[src/rtl/soc_tick_gen_if.sv]
// APB slave bus bundle for the tick generator.
interface soc_tick_gen_if;
  logic [15:0] paddr;
  logic        psel;
  logic        penable;
  logic        pwrite;
  logic [31:0] pwdata;
  logic [31:0] prdata;
  logic        pready;
  logic        pslverr;

  modport master (
    output paddr, psel, penable, pwrite, pwdata,
    input  prdata, pready, pslverr
  );

  modport slave (
    input  paddr, psel, penable, pwrite, pwdata,
    output prdata, pready, pslverr
  );
endinterface

[src/rtl/soc_tick_gen.sv]
// APB-programmable clock divider producing the machine-timer tick
// (one-cycle pulse or NRZ toggle), with a free-running count of ticks issued.
module soc_tick_gen #(
  parameter int unsigned       W_DIV     = 16,
  parameter logic [W_DIV-1:0]  DIV_RESET = W_DIV'(50),
  parameter bit                EN_RESET  = 1'b1
) (
  input  logic         clk,
  input  logic         rst_n,
  soc_tick_gen_if.slave bus,
  output logic         tick
);

  localparam int unsigned DW = 32;

  localparam logic [15:0] ADDR_CTRL    = 16'h0000;
  localparam logic [15:0] ADDR_DIV     = 16'h0004;
  localparam logic [15:0] ADDR_COUNT   = 16'h0008;
  localparam logic [15:0] ADDR_TICKCNT = 16'h000C;

  localparam logic [W_DIV-1:0] COUNT_RESET =
    (DIV_RESET == '0) ? '0 : DIV_RESET - W_DIV'(1);

  typedef enum logic {
    S_IDLE = 1'b0,
    S_ACK  = 1'b1
  } state_t;

  state_t           state_q, state_d;
  logic             pready_q, pready_d;
  logic             en_q, en_d;
  logic             nrz_q, nrz_d;
  logic [W_DIV-1:0] div_q, div_d;
  logic [W_DIV-1:0] count_q, count_d;
  logic [DW-1:0]    tickcnt_q, tickcnt_d;
  logic             tick_q, tick_d;

  logic access_c;
  logic commit_c;
  logic clr_cnt_c;
  logic event_c;

  // Reload value D-1, with a zero divisor behaving as divide-by-one.
  function automatic logic [W_DIV-1:0] reload_val(input logic [W_DIV-1:0] d);
    return (d == '0) ? '0 : d - W_DIV'(1);
  endfunction

  assign access_c = bus.psel && bus.penable;
  // A write lands only on the IDLE->ACK edge, so a held access phase commits once.
  assign commit_c = (state_q == S_IDLE) && access_c && bus.pwrite;
  assign event_c  = en_q && (count_q == '0);

  // APB handshake: registered one-cycle pready per transfer.
  always_comb begin
    state_d  = state_q;
    pready_d = 1'b0;
    case (state_q)
      S_IDLE: begin
        if (access_c) begin
          state_d  = S_ACK;
          pready_d = 1'b1;
        end
      end
      S_ACK: begin
        if (!access_c) begin
          state_d = S_IDLE;
        end
      end
      default: state_d = S_IDLE;
    endcase
  end

  // Register writes, divider down-counter, tick shaping and tick count.
  always_comb begin
    en_d      = en_q;
    nrz_d     = nrz_q;
    div_d     = div_q;
    clr_cnt_c = 1'b0;

    if (commit_c) begin
      case (bus.paddr)
        ADDR_CTRL: begin
          en_d  = bus.pwdata[0];
          nrz_d = bus.pwdata[1];
        end
        ADDR_DIV:     div_d     = bus.pwdata[W_DIV-1:0];
        ADDR_TICKCNT: clr_cnt_c = 1'b1;
        default: ;
      endcase
    end

    // Disabled: park at D-1 (tracks DIV writes). Just enabled: keep the parked value.
    if (!en_d) begin
      count_d = reload_val(div_d);
    end else if (!en_q) begin
      count_d = count_q;
    end else if (count_q == '0) begin
      count_d = reload_val(div_q);
    end else begin
      count_d = count_q - W_DIV'(1);
    end

    // Leaving NRZ mode forces a low; entering NRZ keeps the current level.
    if (!nrz_d) begin
      tick_d = nrz_q ? 1'b0 : event_c;
    end else begin
      tick_d = tick_q ^ event_c;
    end

    if (clr_cnt_c) begin
      tickcnt_d = '0;
    end else if (event_c) begin
      tickcnt_d = tickcnt_q + DW'(1);
    end else begin
      tickcnt_d = tickcnt_q;
    end
  end

  // State and control registers.
  always_ff @(posedge clk or negedge rst_n) begin
    if (!rst_n) begin
      state_q   <= S_IDLE;
      pready_q  <= 1'b0;
      en_q      <= EN_RESET;
      nrz_q     <= 1'b0;
      div_q     <= DIV_RESET;
      count_q   <= COUNT_RESET;
      tickcnt_q <= '0;
      tick_q    <= 1'b0;
    end else begin
      state_q   <= state_d;
      pready_q  <= pready_d;
      en_q      <= en_d;
      nrz_q     <= nrz_d;
      div_q     <= div_d;
      count_q   <= count_d;
      tickcnt_q <= tickcnt_d;
      tick_q    <= tick_d;
    end
  end

  // Read mux, combinational from paddr; unmapped offsets read zero.
  always_comb begin
    bus.prdata = '0;
    case (bus.paddr)
      ADDR_CTRL:    bus.prdata = {30'd0, nrz_q, en_q};
      ADDR_DIV:     bus.prdata = DW'(div_q);
      ADDR_COUNT:   bus.prdata = DW'(count_q);
      ADDR_TICKCNT: bus.prdata = tickcnt_q;
      default: ;
    endcase
  end

  assign bus.pready  = pready_q;
  assign bus.pslverr = 1'b0;
  assign tick        = tick_q;

  // Write-data bits above the divider width have no destination.
  logic unused_pwdata_hi;
  assign unused_pwdata_hi = ^bus.pwdata[DW-1:W_DIV];

endmodule

[src/flat_wrapper.sv]
// flat-port wrapper written by rule: the top's interface ports become plain ports
module soc_tick_gen_flat 
#(
  parameter int unsigned       W_DIV     = 16,
  parameter logic [W_DIV-1:0]  DIV_RESET = W_DIV'(50),
  parameter bit                EN_RESET  = 1'b1
)
  (clk, rst_n, tick, bus_paddr, bus_psel, bus_penable, bus_pwrite, bus_pwdata, bus_prdata, bus_pready, bus_pslverr);
  soc_tick_gen_if bus_i ();
  input  logic clk;
  input  logic rst_n;
  output logic tick;
  input wire logic [$bits(bus_i.paddr)-1:0] bus_paddr;
  input wire logic [$bits(bus_i.psel)-1:0] bus_psel;
  input wire logic [$bits(bus_i.penable)-1:0] bus_penable;
  input wire logic [$bits(bus_i.pwrite)-1:0] bus_pwrite;
  input wire logic [$bits(bus_i.pwdata)-1:0] bus_pwdata;
  output wire logic [$bits(bus_i.prdata)-1:0] bus_prdata;
  output wire logic [$bits(bus_i.pready)-1:0] bus_pready;
  output wire logic [$bits(bus_i.pslverr)-1:0] bus_pslverr;
  assign bus_i.paddr = bus_paddr;
  assign bus_i.psel = bus_psel;
  assign bus_i.penable = bus_penable;
  assign bus_i.pwrite = bus_pwrite;
  assign bus_i.pwdata = bus_pwdata;
  assign bus_prdata = bus_i.prdata;
  assign bus_pready = bus_i.pready;
  assign bus_pslverr = bus_i.pslverr;
  soc_tick_gen #(.W_DIV(W_DIV), .DIV_RESET(DIV_RESET), .EN_RESET(EN_RESET)) u_core (.clk(clk), .rst_n(rst_n), .bus(bus_i), .tick(tick));
endmodule
[config.mk]
export PLATFORM = sky130hd
export DESIGN_NAME = soc_tick_gen_flat
export DESIGN_NICKNAME = d
export VERILOG_FILES = /design/src/rtl/soc_tick_gen_if.sv /design/src/rtl/soc_tick_gen.sv /design/src/flat_wrapper.sv
export SDC_FILE = /design/constraint.sdc
export NUM_CORES = 1
export LEC_CHECK = 0
export ABC_AREA = 1
export CORE_MARGIN = 2
export CORE_UTILIZATION = 50
export DETAILED_ROUTE_END_ITERATION = 12
export PLACE_DENSITY_LB_ADDON = 0.05
export SYNTH_ARGS = -nofsm -noshare
export SYNTH_HDL_FRONTEND = slang
export SYNTH_SLANG_ARGS = --single-unit
[constraint.sdc]
create_clock -name clk -period 3 [get_ports clk]
set_input_delay 0.45 -clock clk [delete_from_list [all_inputs] [get_ports clk]]
set_output_delay 0.45 -clock clk [all_outputs]
set_load 0.02 [all_outputs]
Word-level counts from Yosys, hierarchy flattened
Index checks and enable logic that the tools add are counted.

Multiplexer cells: 20. Bitwise operators: 2. Shift operators: 0. Equality and inequality tests: 4. Div/mod/pow operators: 0. $lt $le $gt $ge: 0. Add/sub/neg operators: 4. Reductions and logical operators: 9. Multiply operators: 0.

Operators with widths (count): case mux 32 bit (4 select lines) (1); 2-to-1 mux 16 bit (7); zero test 16 bit (4); 2-to-1 mux 32 bit (2); subtractor 16 x 1 -> 16 bit (second input constant) (3); adder 32 x 1 -> 32 bit (second input constant) (1); equality test 16 x 4 -> 1 bit (second input constant) (2); equality test 16 x 3 -> 1 bit (second input constant) (1); 2-to-1 mux 1 bit (10); logical AND 1 bit (4); != test 2 x 1 -> 1 bit (second input constant) (1); nonzero test 2 bit (1); NOT 1 bit (1); XOR 1 bit (1).

Bits in latches: 0. Input bits: 53. Logic and storage cells: 47. Memory bits (writable): 0. Output and inout bits: 35. Flip-flop bits (word level): 69. Memories kept: 0. Bits in read-only memories: 0.

Longest topological paths before layout
Gate-level depths: netlist (run 1).

Word-level depth: 7. Gate-level depth with buffers: 16.

Worst setup path before layout (run 1)
OpenSTA, ideal clock, no wires.

Kind: input -> output. From: in bus_paddr[15]. To: out bus_prdata[0]. Stages on the path: 7. Arrival: 1.960 ns. Path slack: 0.590 ns. Buffers on the path: 0. Cell sequence: nor2_1 -> nand2_1 -> nor2_4 -> nand3_2 -> nor3_2 -> inv_1 -> o21ai_0.

Cells in the longest elaborated chain, start to end: 2. Elaborated cells between the ends (all ways): 5. Those cells by class: 3 x eq/ne; 1 x mux; 1 x reduce/logical.

Ends and longest elaborated chain: start, declared (line flat_wrapper.sv:13) `input wire logic [$bits(bus_i.paddr)-1:0] bus_paddr;`; equality test 16 x 4 -> 1 bit (tied with other cells) (line soc_tick_gen.sv:145) `case (bus.paddr)`; case mux 32 bit (4 select lines) (*) (line soc_tick_gen.sv:145); end, declared (line flat_wrapper.sv:18) `output wire logic [$bits(bus_i.prdata)-1:0] bus_prdata;`.

Every way passes the cells marked *; elsewhere a longest branch is shown, timed or not.

Worst setup path in the final report (run 1)
From: in bus_paddr[11]. To: out bus_prdata[19].

The elaborated chain is that of the path after synthesis.

==> results of run 1 <==
==> final timing paths <==
path | slack [ns] | end | depth (start not counted)
max | 0.13 | bus_prdata[19] | 10
min | 0.13 | u_core.tickcnt_q[28] | 1
max reg2reg | 0.40 | u_core.tickcnt_q[11] | 11
min reg2reg | 0.47 | u_core.tickcnt_q[30] | 1
max in group asynchronous | 2.12 | u_core.div_q[5] | 2
min in group clk | 0.47 | u_core.tickcnt_q[30] | 1
==> state kept, by name, summed over array words and instances (netlist names) <==
name / cells
u_core.bus.pready: 1
u_core.count_q: 16
u_core.div_q: 16
u_core.en_q: 1
u_core.nrz_q: 1
u_core.state_q: 1
u_core.tick: 1
u_core.tickcnt_q: 32
==> kinds of logic after synthesis <==
| logic type | synth area share |
|---|---|
| other cells | 0.000684 |
| fa+ha+maj | 0.0114 |
| simple gates | 0.384 |
| compound gates | 0.138 |
| flops | 0.316 |
| xor+xnor | 0.0399 |
| buf+inv | 0.110 |
==> per-layer routing <==
metal,GRT usage,up-vias
li1,-,2960
met1,0.488,2790
met2,0.459,323
met3,0.0568,30
met4,0.108,0
met5,0,-
==> where the power goes <==
| group | internal, mW | total [mW] | switching [mW] |
|---|---|---|---|
| clock network | 0.345 | 0.741 | 0.396 |
| registers | 0.931 | 0.932 | 0.000988 |
| logic | 0.0545 | 0.106 | 0.0513 |
==> cell usage in the layout (no fill, tap or decap), drive strengths merged, types with 3 or more instances in the layout <==
cell type and count:
buf 53, inv 123, dfstp 7, a31oi 5
o31ai 3, a22oi 5, xnor2 4, a21oi 45
nor3 34, o21ai 52, nand3 51, o221ai 9
clkdlybuf4s50 42, dlygate4sd2 12, dfrtp 62, nor2 127
o22ai 7, dlymetal6s2s 15, nand4 44, nor4 4
ha 5, xor2 21, clkbuf 11, nand2 192
==> what timing repair did <==
| item | CTS | global route |
|---|---|---|
| resized for setup | 14 | 16 |
| setup buffers | 0 | 0 |
| endpoints found under the setup margin | 27 | 16 |
| hold buffers | 0 | 0 |
| pin swaps | 0 | 0 |
| endpoints found under the hold margin | 0 | 0 |
==> worst max-delay path, delay by kind of cell <==
| kind | cells | cell delay (ns) |
|---|---|---|
| buf+inv | 4 | 1.31 |
| simple gates | 6 | 0.66 |
==> per-stage QoR <==
stage	hold WS, ns	worst slack, ns	instance area [µm²]
finish	0.130	0.131	6860
global route	0.191	0.000611	6860
detailed placement	0.465	-0.0848	6640
global placement	0.455	-0.0635	6640
floorplan	0.154	0.590	5490
CTS	0.153	0.00167	6820
==> layout make-up <==
class,instances,area (µm²),share of cell area
Timing Repair Buffer,122,1150,0.168
Clock buffer,11,151,0.0221
Clock inverter,5,33.8,0.00493
Inverter,122,458,0.0668
Tap cell,140,175,0.0255
Sequential cell,69,1740,0.253
Multi-Input combinational cell,617,3150,0.460
==> impl_metrics.tcl, run 1 <==
set metrics [dict create \
    crit_required_ns 2.55 \
    timing.final.crit_share 0.956 \
    fin_nets 999 \
    numCtsBuffers 9 \
    synth-seq-cells 69 \
    tritoncts "built" \
    tns_ns 0 \
    wl_met3_um 1770 \
    ir_drop_v 0.000208 \
    path_max_fanout 17 \
    drc 0 \
    endpoint_kind "output port" \
    yosysSeqAreaShare 0.316 \
    syn_area_mm2 0.00549 \
    dp_hpwl_um 14600 \
    synth.area.top_cells "dfrtp_1, nand2_1, inv_1, nor2_1, nand4_1" \
    grt.total_usage 0.323 \
    drt_pass1_iterations 5 \
    grt_max_degree 41 \
    drt-total-wl_um 18500 \
    fp.coreArea_mm2 0.0108 \
    synth_top_area_cell "dfrtp_1" \
    clock-sinks 69 \
    path_clk_slew_ns 0.08 \
    ant_nets 0 \
    crit_chain "clkdlybuf4s50_1, nor2_1, nand2_1, nor2_4, nand3_2, inv_2, nand3_4, buf_6, nor2_1, clkdlybuf4s50_1" \
    wl_met1_um 8600 \
    io_buffers 70 \
    worst_slew_pin_slew_ns 0.727 \
    clock-root-buffer "clkbuf_8" \
    vias 6103 \
    synth_ff_type "dfrtp_1" \
    nFillCells 1002 \
    instances_no_fill 1086 \
    synth_common_cells "nand2_1, inv_1, nor2_1" \
    path_class "in2out" \
    power_density_mw_per_mm2 259 \
    arrival_ns 2.42 \
    netlist.area_leader.share 0.283 \
    io_pins 88 \
    post_drt_wl_per_cell_um 17.0 \
    min_period_ns 2.87 \
    synth_fp_nets 887 \
    cp_slowest_cell "clkdlybuf4s50_1" \
    critPathLaunchType "primary input" \
    syn_to_final_growth_pct 25.0 \
    crit_start "bus_paddr[11]" \
    max_stage_delay_ns 0.61 \
    fp-row-count 38 \
    grt_pass1_wl_um 28900 \
    dieWidth_um 109 \
    slew_headroom 0.515 \
    hold_path_class "in2async" \
    max_cap_viol_count 0 \
    die_area_mm2 0.0118 \
    outcome "finished, final reports clean" \
    synth_cell_types 41 \
    finClkSkew_ns 0.00984 \
    insertedDiodeCount 0 \
    drt_iter0_markers 606 \
    syn_area_per_cell_um2 6.62 \
    synthCells 829 \
    r2r-start "u_core.count_q[1]" \
    gr-total-overflow 0 \
    dp.cells 1070 \
    h-tree-depth 3 \
    die-height_um 109 \
    top_layer "met4" \
    start_util 0.508 \
    setup_viol 0 \
    slew_viol_final 0 \
    power_mw 1.78 \
    vias_per_cell 5.62 \
    wl_met2_um 7640 \
    hold_viol_final 0 \
    synthArstFlopShare 1.00 \
    final_util 0.635 \
    p_leak_nw 3.58 \
    fmax_ghz 0.349 \
    drive_above_1_share 0.125 \
    antenna_found_initial 0 \
    synth_most_common_cell "nand2_1" \
    rsz0062_at_grt "false" \
    ys_warn_count 0 \
    clock_path_buffers 2 \
    synth-edff-count 0 \
    grt_pass1_vias 5512 \
    clkLatencyLatePin_ns 0.36 \
    place_congestion 1.02 \
]
Note: power is estimated with default switching activity, not from simulation.
==> run 2: changes to the inputs <==
--- a/config.mk
+++ b/config.mk
@@ -8,6 +8,7 @@
 export ABC_AREA = 1
 export CORE_MARGIN = 2
 export CORE_UTILIZATION = 50
+export CTS_CLUSTER_DIAMETER = 150
 export DETAILED_ROUTE_END_ITERATION = 12
 export PLACE_DENSITY_LB_ADDON = 0.05
 export SYNTH_ARGS = -nofsm -noshare
==> results of run 2 <==
The final DEF is identical to that of run 1; final timing and power are the same.
